--- src/rtl/neg_edge_bounded_counter_pkg.sv ---
`default_nettype none
// ============================================================================
// Module      : neg_edge_bounded_counter_pkg
// Description : Direction and boundary-mode encodings shared by the bounded
//               counter and the iteration-control FSMs.
// Revision    : 1.0 - initial release
// ============================================================================
package neg_edge_bounded_counter_pkg;

    // Direction encoding as presented on the 'down' input.
    localparam logic c_dir_up   = 1'b0;
    localparam logic c_dir_down = 1'b1;

    // Boundary behaviour selected by the SATURATE parameter.
    localparam int c_mode_wrap     = 0;
    localparam int c_mode_saturate = 1;

endpackage : neg_edge_bounded_counter_pkg
`default_nettype wire

--- src/rtl/neg_edge_bounded_counter_reg.sv ---
`default_nettype none
// ============================================================================
// Module      : neg_edge_reg
// Description : WORD_SIZE-wide falling-edge register with asynchronous,
//               active-high reset to a programmable value.
// Revision    : 1.0 - initial release
// ============================================================================
module neg_edge_reg #(
    parameter int                    WORD_SIZE   = 32,
    parameter logic [WORD_SIZE-1:0]  RESET_VALUE = '0
) (
    input  logic                  clk,
    input  logic                  rst,
    input  logic [WORD_SIZE-1:0]  i_d,
    output logic [WORD_SIZE-1:0]  o_q
);

    logic [WORD_SIZE-1:0] r_q;

    always_ff @(negedge clk or posedge rst) begin
        if (rst) begin
            r_q <= RESET_VALUE;
        end else begin
            r_q <= i_d;
        end
    end

    assign o_q = r_q;

endmodule : neg_edge_reg
`default_nettype wire

--- src/rtl/neg_edge_bounded_counter.sv ---
`default_nettype none
// ============================================================================
// Module      : neg_edge_bounded_counter
// Description : Falling-edge load/count counter with runtime direction and
//               step, inclusive upper bound, wrap or saturate at the bound and
//               a registered one-cycle terminal-count pulse.
// Revision    : 1.0 - initial release
// ============================================================================
module neg_edge_bounded_counter
    import neg_edge_bounded_counter_pkg::*;
#(
    parameter int                    WORD_SIZE   = 32,
    parameter int                    SATURATE    = 0,
    parameter logic [WORD_SIZE-1:0]  RESET_VALUE = '0
) (
    input  logic                  clk,
    input  logic                  rst,
    input  logic                  enable,
    input  logic                  load,
    input  logic [WORD_SIZE-1:0]  load_data,
    input  logic                  down,
    input  logic [WORD_SIZE-1:0]  limit,
    input  logic [WORD_SIZE-1:0]  step,
    output logic [WORD_SIZE-1:0]  count,
    output logic                  tc,
    output logic                  at_bound
);

    // ------------------------------------------------------------------
    // Datapath arithmetic
    // ------------------------------------------------------------------
    logic [WORD_SIZE:0]    w_sum;
    logic                  w_up_over;
    logic [WORD_SIZE-1:0]  w_diff;
    logic                  w_dn_under;
    logic                  w_land_up;
    logic                  w_land_dn;

    // One extra bit keeps all-ones + step from aliasing back below limit.
    assign w_sum      = {1'b0, count} + {1'b0, step};
    assign w_up_over  = (w_sum > {1'b0, limit});
    assign w_diff     = count - step;
    assign w_dn_under = (count < step);

    // Arrival on the bound from a value that was not already the bound.
    assign w_land_up  = (w_sum[WORD_SIZE-1:0] == limit) && (count != limit);
    assign w_land_dn  = (w_diff == '0) && (count != '0);

    // ------------------------------------------------------------------
    // Boundary-mode specific out-of-range behaviour
    // ------------------------------------------------------------------
    logic [WORD_SIZE-1:0]  w_up_over_count;
    logic                  w_up_over_tc;
    logic [WORD_SIZE-1:0]  w_dn_under_count;
    logic                  w_dn_under_tc;
    logic                  w_land_tc_en;

    generate
        if (SATURATE == c_mode_saturate) begin : g_saturate
            assign w_up_over_count  = limit;
            assign w_up_over_tc     = (count != limit);
            assign w_dn_under_count = '0;
            assign w_dn_under_tc    = (count != '0);
            assign w_land_tc_en     = 1'b1;
        end else begin : g_wrap
            assign w_up_over_count  = '0;
            assign w_up_over_tc     = 1'b1;
            assign w_dn_under_count = limit;
            assign w_dn_under_tc    = 1'b1;
            assign w_land_tc_en     = 1'b0;
        end
    endgenerate

    // ------------------------------------------------------------------
    // Next-state selection: load > enable > hold
    // ------------------------------------------------------------------
    logic [WORD_SIZE-1:0]  w_count_next;
    logic                  w_tc_next;

    always_comb begin
        w_count_next = count;
        w_tc_next    = 1'b0;
        if (load) begin
            w_count_next = load_data;
        end else if (enable) begin
            if (down == c_dir_up) begin
                if (w_up_over) begin
                    w_count_next = w_up_over_count;
                    w_tc_next    = w_up_over_tc;
                end else begin
                    w_count_next = w_sum[WORD_SIZE-1:0];
                    w_tc_next    = w_land_tc_en & w_land_up;
                end
            end else begin
                if (w_dn_under) begin
                    w_count_next = w_dn_under_count;
                    w_tc_next    = w_dn_under_tc;
                end else begin
                    w_count_next = w_diff;
                    w_tc_next    = w_land_tc_en & w_land_dn;
                end
            end
        end
    end

    // ------------------------------------------------------------------
    // State registers
    // ------------------------------------------------------------------
    neg_edge_reg #(
        .WORD_SIZE   (WORD_SIZE),
        .RESET_VALUE (RESET_VALUE)
    ) u_count_reg (
        .clk (clk),
        .rst (rst),
        .i_d (w_count_next),
        .o_q (count)
    );

    neg_edge_reg #(
        .WORD_SIZE   (1),
        .RESET_VALUE (1'b0)
    ) u_tc_reg (
        .clk (clk),
        .rst (rst),
        .i_d (w_tc_next),
        .o_q (tc)
    );

    assign at_bound = (down == c_dir_down) ? (count == '0) : (count == limit);

endmodule : neg_edge_bounded_counter
`default_nettype wire

--- config.mk ---
export PLATFORM = sky130hd
export DESIGN_NAME = neg_edge_bounded_counter
export DESIGN_NICKNAME = d
export VERILOG_FILES = /design/src/rtl/neg_edge_bounded_counter_pkg.sv /design/src/rtl/neg_edge_bounded_counter_reg.sv /design/src/rtl/neg_edge_bounded_counter.sv
export SDC_FILE = /design/constraint.sdc
export NUM_CORES = 1
export LEC_CHECK = 0
export CAP_MARGIN = 20
export CORE_UTILIZATION = 55
export CTS_CLUSTER_DIAMETER = 60
export DETAILED_ROUTE_END_ITERATION = 16
export PLACE_DENSITY = 0.91
export SYNTH_ARGS = -nofsm -noshare
export SYNTH_HDL_FRONTEND = slang
export SYNTH_SLANG_ARGS = --single-unit
--- constraint.sdc ---
create_clock -name clk -period 5.9 [get_ports clk]
set_input_delay 1.475 -clock clk [delete_from_list [all_inputs] [get_ports clk]]
set_output_delay 1.475 -clock clk [all_outputs]
set_load 0.01 [all_outputs]
==> impl_metrics.tcl, run 1 <==
set metrics [dict create \
    place_area_um2 11000 \
    synth_largest_area_cell "ha_1" \
    error_line "[ERROR DPL-0038] Utilization greater than 100%, impossible to legalize" \
    rows 40 \
    synth-seq-area-share_pct 11.8 \
    ioPinCount 135 \
    netlist_area_um2 6990 \
    synth_nets 1186 \
    cts_sinks 33 \
    syn_inst 987 \
    cts_buffers 5 \
    status "stopped before the end" \
    yosysWarningCount 0 \
    synth_top_area_share_pct 17.2 \
    dpl.hpwl_um 30300 \
    clockBufferDepth 2 \
    yosysUniqueCellTypes 73 \
    cts-root-buf "clkbuf_16" \
    post_cts_resized 248 \
    die_w_um 115 \
    cts_max_level 2 \
    gp_congestion 1.08 \
    ys_ff_latch 33 \
    die_h_um 115 \
    io_buffers 134 \
    synthTopCellsByCount "nor2_1, a21oi_1, inv_1, ha_1, o21ai_0" \
    async_flop_share_pct 100 \
    cts_setup_buffers 45 \
    synth_edf_count 0 \
    yosysMostFrequentCell "nor2_1" \
    stop_stage "clock tree synthesis (4_1_cts)" \
    syn_avg_cell_area_um2 7.08 \
    synth_ff_type "dfrtn_1" \
    yosys-top-cells-area "ha_1, dfrtn_1, a21oi_1" \
    start_util_pct 57.2 \
    cts.hold.buffers_added 0 \
]
==> stage by stage <==
| stage | std cells | setup WS, ns | utilization, % |
|---|---|---|---|
| after detailed placement | 1576 | -3.67 | 90.4 |
| after floorplan | 987 | -2.48 | - |
| after global placement | 1576 | -3.26 | 90.4 |
==> cell families after synthesis <==
logic type	count (synthesis)	share of synthesized area, %
fa+ha+maj	98	17.8
simple gates	312	22.0
buf+inv	151	8.47
xor+xnor	83	10.4
flops	33	11.8
compound gates	307	29.1
mux	3	0.448
==> run 2: changes to the inputs <==
--- a/config.mk
+++ b/config.mk
@@ -6,10 +6,9 @@
 export NUM_CORES = 1
 export LEC_CHECK = 0
 export CAP_MARGIN = 20
-export CORE_UTILIZATION = 55
-export CTS_CLUSTER_DIAMETER = 60
+export CORE_UTILIZATION = 40
 export DETAILED_ROUTE_END_ITERATION = 16
-export PLACE_DENSITY = 0.91
+export PLACE_DENSITY_LB_ADDON = 0.15
 export SYNTH_ARGS = -nofsm -noshare
 export SYNTH_HDL_FRONTEND = slang
 export SYNTH_SLANG_ARGS = --single-unit
==> impl_metrics.tcl, run 2 <==
set metrics [dict create \
    layout.area.seq_um2 826 \
    synth-seq-area-share_pct 11.8 \
    drv_slew 0 \
    synth_ff_type "dfrtn_1" \
    violations "setup timing" \
    p_leak_nw 6.09 \
    gp_congestion 0.977 \
    syn_inst 987 \
    yosysMostFrequentCell "nor2_1" \
    antenna_found_initial 0 \
    clockBufferDepth 2 \
    die_h_um 134 \
    hp-class "reg2reg" \
    diodes 0 \
    synth_top_area_share_pct 17.2 \
    criticalPathCategory "in2reg" \
    drc 0 \
    netlist_area_um2 6990 \
    cts_tree "yes" \
    cts_max_level 2 \
    layout_common_cells "buf_4, nor2_1, a21oi_1, clkdlybuf4s50_1, inv_1" \
    power_frac_seq_pct 8.5 \
    cp_max_fo 5 \
    worstPathRequired_ns 3.12 \
    timing.hold.ws_ns 0.755 \
    async_flop_share_pct 100 \
    cp-start-kind "input port" \
    slew_headroom_pct 63.4 \
    synthTopCellsByCount "nor2_1, a21oi_1, inv_1, ha_1, o21ai_0" \
    nets 1664 \
    grtUsageTotal_pct 35.8 \
    yosys-top-cells-area "ha_1, dfrtn_1, a21oi_1" \
    clkLatencyLatePin_ns 0.32 \
    path_clk_slew_ns 0.05 \
    io_buffers 134 \
    cts-root-buf "clkbuf_16" \
    ys_ff_latch 33 \
    combPwrFrac_pct 83.6 \
    dpl.hpwl_um 26000 \
    grt_overflow 0 \
    syn_avg_cell_area_um2 7.08 \
    wl_um 32300 \
    hold_violations 0 \
    rows 47 \
    place_area_um2 11200 \
    final_cell_area_um2 12500 \
    grt_max_degree 34 \
    switchingPower_mw 1.72 \
    crit_chain "dlygate4sd2_1 -> ha_2 -> or4_4 -> nor2_4 -> nor3_4 -> a311o_2 -> o21a_4 -> a311o_1 -> ha_1 -> nand4_1 -> or4_4 -> nor3_4 -> nor4b_2 -> o21ai_2 -> a31oi_4 -> buf_6 -> a221o_1 -> a21o_1" \
    setup_ws_ns -2.63 \
    final_layout_size_suffix_gt1_share_pct 38.5 \
    clockPowerShare_pct 7.9 \
    grt_pass1_vias 9231 \
    worstSetupEndpointType "register" \
    critPathMaxStageDelay_ns 0.58 \
    status "finished with violations" \
    die_w_um 134 \
    cts_sinks 33 \
    drv_cap 0 \
    drtPass1Iterations 5 \
    synth_edf_count 0 \
    rsz0062_at_grt "true" \
    fin_skew_ns 0.00295 \
    largest_register_ffs 32 \
    multiInputGateArea_um2 6530 \
    place_ws_ns -3.59 \
    worstMarginPinSlew_ns 0.547 \
    layout_commonest_cell "buf_4" \
    route.vias.total 9292 \
    vias_per_cell 5.51 \
    p_per_area_nw_per_um2 297 \
    vdd_drop_max_v 0.000165 \
    post_drt_wl_per_cell_um 19.2 \
    fillers 1406 \
    switching_share_pct 46.5 \
    syn_to_final_growth_pct 78.4 \
    dieArea_um2 18000 \
    crit_buf_inv 2 \
    yosysUniqueCellTypes 73 \
    synth_largest_area_cell "ha_1" \
    arrival_ns 5.75 \
    yosysWarningCount 0 \
    synth_nets 1186 \
    grt_pass1_wl_um 49700 \
    cts_buffers 5 \
    crit_family "compound AO/OA/AOI/OAI gates" \
    start_util_pct 41.5 \
    internal-power_mw 1.98 \
    setup_viol 34 \
    finalCoreUtilization_pct 74.1 \
    drt_iter0_drc 691 \
    ff2ff_setup_slack_ns 1.04 \
    slowest_stage "or4_4" \
    coreArea_um2 16800 \
    ioPinCount 135 \
    route.antenna.remaining_nets 0 \
]
-- run 2: final cells by class --
cell class | instances | share of cell area (%)
Sequential cell | 33 | 6.63
Clock inverter | 3 | 0.181
Clock buffer | 5 | 1.00
Multi-Input combinational cell | 803 | 52.3
Timing Repair Buffer | 519 | 34.5
Inverter | 103 | 3.18
Tap cell | 220 | 2.21
-- run 2: routing by layer --
| layer | vias up | global-route usage [%] | part of all wire (%) |
|---|---|---|---|
| met1 | 4377 | 47.1 | 43 |
| met2 | 365 | 60.2 | 47 |
| met3 | 70 | 3.51 | 6.0 |
| met5 | - | 0 | 0 |
| li1 | 4480 | - | - |
| met4 | 0 | 14.0 | 3.9 |
-- run 2: cell families after synthesis --
family          synth area share, %
buf+inv                        8.47
flops                          11.8
fa+ha+maj                      17.8
xor+xnor                       10.4
simple gates                   22.0
mux                           0.448
compound gates                 29.1
-- run 2: power groups by stage --
stage          Combinational [mW]  Sequential (mW)  Clock (mW)
3_5_place_dp                 2.68            0.310           0
4_1_cts                      2.86            0.308       0.292
2_1_floorplan                1.31            0.368           0
3_3_place_gp                 2.66            0.308           0
5_1_grt                      3.32            0.317       0.297
6_report                     3.10            0.313       0.293
-- run 2: repair_timing --
action | CTS | global route
setup buffers | 20 | 17
gates resized for setup | 132 | 100
endpoints found under the hold margin | 0 | 0
endpoints found under the setup margin | 38 | 48
pin swaps | 56 | 66
hold buffers | 0 | 0
cloned | 0 | 0
-- run 2: worst paths after layout --
check / end / cells after the start / start
setup / recovery: u_count_reg.o_q[26]$_DFFE_NP0P_ / 18 / step[4]
hold / removal: u_count_reg.o_q[21]$_DFFE_NP0P_ / 5 / u_count_reg.o_q[21]$_DFFE_NP0P_
setup reg to reg: u_count_reg.o_q[26]$_DFFE_NP0P_ / 20 / u_count_reg.o_q[7]$_DFFE_NP0P_
hold reg to reg: u_count_reg.o_q[21]$_DFFE_NP0P_ / 5 / u_count_reg.o_q[21]$_DFFE_NP0P_
max in group asynchronous: u_count_reg.o_q[14]$_DFFE_NP0P_ / 3 / rst
min in group asynchronous: u_count_reg.o_q[1]$_DFFE_NP0P_ / 3 / rst
-- run 2: worst register-to-register path: stages, from the launching register on --
cell	delay, ns
dfrtn_1	0.42
buf_4	0.18
ha_4	0.23
or4_4	0.53
a211o_4	0.36
buf_6	0.12
nand3b_1	0.10
and3b_2	0.25
nor3_4	0.06
mux2_4	0.31
or2_4	0.24
ha_4	0.27
nand3_4	0.07
or4_4	0.47
nor3_4	0.15
nor4b_2	0.08
o21ai_2	0.16
a31oi_4	0.09
buf_6	0.18
a221o_1	0.29
a21o_1	0.16
-- run 2: through the flow --
step	setup TNS, ns	instances	power (mW)
finish	-84.42	1686	3.70
floorplan	-76.69	987	1.67
global placement	-109.71	1643	2.97
CTS	-90.26	1671	3.46
global route	-89.67	1686	3.93
detailed placement	-113.73	1643	2.99
No activity file was read; power rests on OpenSTA's default activity.
==> run 3: changes to the inputs <==
--- a/config.mk
+++ b/config.mk
@@ -11,4 +11,5 @@
 export PLACE_DENSITY_LB_ADDON = 0.15
 export SYNTH_ARGS = -nofsm -noshare
 export SYNTH_HDL_FRONTEND = slang
+export SYNTH_HIERARCHICAL = 1
 export SYNTH_SLANG_ARGS = --single-unit
==> constraint.sdc (replaced) <==
create_clock -name clk -period 5.9 [get_ports clk]
set_input_delay 1.475 -clock clk [delete_from_list [all_inputs] [get_ports clk]]
set_output_delay 1.475 -clock clk [all_outputs]
set_load 0.05 [all_outputs]
==> impl_metrics.tcl, run 3 <==
set metrics [dict create \
    slowest_stage "clkdlybuf4s50_1" \
    cts.hold.buffers_added 0 \
    dpl.hpwl_um 24200 \
    drv_cap 0 \
    hold_violations 0 \
    route.vias.total 9055 \
    clockBufferDepth 2 \
    crit_top_cell "buf_6" \
    fin_skew_ns 0.00599 \
    grt_overflow 0 \
    diodes 0 \
    synth_top_area_share_pct 18.1 \
    synth_largest_area_cell "ha_1" \
    finalCoreUtilization_pct 77.7 \
    hp-class "reg2reg" \
    cts_buffers 5 \
    yosysUniqueCellTypes 66 \
    grt_pass1_vias 9026 \
    io_buffers 134 \
    coreArea_um2 16100 \
    cts-root-buf "clkbuf_16" \
    grt_max_degree 33 \
    cts_max_level 2 \
    clkLatencyLatePin_ns 0.32 \
    rows 46 \
    syn_avg_cell_area_um2 7.36 \
    drtPass1Iterations 5 \
    wl_um 31700 \
    path_clk_slew_ns 0.05 \
    slew_headroom_pct 64.6 \
    vias_per_cell 5.71 \
    status "finished with violations" \
    worstSetupEndpointType "register" \
    cp_max_fo 6 \
    yosysWarningCount 6 \
    drc 0 \
    antenna_found_initial 0 \
    grtUsageTotal_pct 37.4 \
    drt_iter0_drc 781 \
    syn_to_final_growth_pct 87.7 \
    ys_ff_latch 33 \
    crit_chain "clkdlybuf4s50_1 -> inv_1 -> ha_4 -> nor3_4 -> nand2_2 -> a31oi_4 -> nand4b_1 -> a211o_1 -> and3_1 -> or2_4 -> ha_4 -> nand3_2 -> buf_6 -> nor2b_4 -> a2111oi_4 -> buf_4 -> a2bb2oi_4 -> o21ai_4 -> o41a_4 -> buf_4 -> buf_6 -> buf_6 -> a221oi_4 -> nor2_1" \
    post_drt_wl_per_cell_um 20.0 \
    grt_pass1_wl_um 47900 \
    ioPinCount 135 \
    synth_nets 1102 \
    largest_register_ffs 32 \
    cp-start-kind "input port" \
    worstPathRequired_ns 3.12 \
    yosys-top-cells-area "ha_1, dfrtn_1, xnor2_1" \
    setup_ws_ns -2.75 \
    dieArea_um2 17100 \
    yosysMostFrequentCell "ha_1" \
    cts_sinks 33 \
    synth_edf_count 0 \
    async_flop_share_pct 100 \
    synth_ff_type "dfrtn_1" \
    synthTopCellsByCount "ha_1, inv_1, a21oi_1, nor2_1, nand2_1" \
    nets 1567 \
    synth-seq-area-share_pct 12.4 \
    gp_congestion 0.983 \
    violations "setup timing" \
    tns_ns -88.45 \
    die_h_um 131 \
    vdd_drop_max_v 0.000222 \
    netlist_area_um2 6640 \
    die_w_um 131 \
    place_ws_ns -3.70 \
    arrival_ns 5.88 \
    worstMarginPinSlew_ns 0.529 \
    layout_common_cells "buf_4, clkdlybuf4s50_1, inv_1, a21oi_1, ha_1" \
    cts_tree "yes" \
    criticalPathCategory "in2reg" \
    setup_viol 34 \
    layout_commonest_cell "buf_4" \
    p_per_area_nw_per_um2 319 \
    route.antenna.remaining_nets 0 \
    critPathMaxStageDelay_ns 0.50 \
    syn_inst 903 \
    start_util_pct 41.4 \
    rsz0062_at_grt "true" \
    final_layout_size_suffix_gt1_share_pct 42.9 \
    p_leak_nw 5.76 \
    drv_slew 0 \
]
## run 3: cell count changes in the layout (fill, tap and decap cells not counted), sizes merged, moves of 11 or more
cell          previous run  this run
a21o                    26        15
a21oi                  107        82
buf                    393       411
dlymetal6s2s            23         0
nand2                   46        69
nor2                   119        73
nor3                    32        19
o21ai                   61        45
o22ai                    2        19
o31ai                    7        20
## run 3: area by class of cell
class / count / area (µm²)
clock buffers: 7 / 153
clock inverters: 1 / 5.00
fillers: 1158 / 3590
inverters: 95 / 362
multi-input cells: 730 / 6300
flip-flops and latches: 33 / 826
well taps: 216 / 270
repair buffers: 503 / 4550
## run 3: cell families after synthesis
| kind of cell | after synthesis | share of synthesized area [%] |
|---|---|---|
| xor+xnor | 86 | 11.3 |
| mux | 8 | 1.22 |
| buf+inv | 141 | 8.63 |
| simple gates | 246 | 17.6 |
| compound gates | 291 | 30.1 |
| fa+ha+maj | 98 | 18.7 |
| flops | 33 | 12.4 |
## run 3: metal layers
layer,track usage [%],vias up,wire (µm)
li1,-,4200,-
met1,47.5,4244,13100
met2,60.4,508,14200
met3,7.70,103,2950
met4,17.7,0,1450
met5,0,-,0
## run 3: power breakdown
group / switching [mW] / internal [mW]
Combinational: 1.69 / 1.65
Sequential: 0.0448 / 0.272
Clock: 0.133 / 0.180
Total: 1.87 / 2.10
## run 3: path summary, 6_finish.rpt
check,to,from,slack [ns],depth (start not counted)
min reg2reg,u_count_reg/o_q[23]$_DFF_NP0_,u_count_reg/o_q[23]$_DFF_NP0_,0.60,2
max reg2reg,u_count_reg/o_q[13]$_DFF_NP0_,u_count_reg/o_q[9]$_DFF_NP0_,0.79,25
min,u_count_reg/o_q[23]$_DFF_NP0_,u_count_reg/o_q[23]$_DFF_NP0_,0.60,2
min in group asynchronous,u_tc_reg/o_q$_DFF_NP0_,rst,4.18,2
max in group asynchronous,u_count_reg/o_q[4]$_DFF_NP0_,rst,1.24,3
max,u_count_reg/o_q[13]$_DFF_NP0_,step[20],-2.75,24
## run 3: worst max-delay path, delay by kind of cell
family	cells	cell delay [ns]
buffers and inverters	7	1.24
adders and majority gates	2	0.52
AOI/OAI and AO/OA	7	1.31
and+or+nand+nor	8	1.32
## run 3: what timing repair did
action                                  CTS  global route
resized for setup                       218            21
pin swaps                                99            24
hold endpoints to repair                  0             0
gates cloned                              2             0
setup buffers                            28             8
endpoints found under the setup margin   34            34
## run 3: through the flow
step | instances | total power [mW] | hold WS (ns) | area (µm²)
after global placement | 1542 | 3.05 | 0.570 | 11100
final | 1585 | 3.97 | 0.604 | 12500
after floorplan | 903 | 1.72 | 0.864 | 6760
after detailed placement | 1542 | 3.07 | 0.575 | 11100
after global routing | 1585 | 4.18 | 0.630 | 12500
after CTS | 1577 | 3.79 | 0.591 | 12300
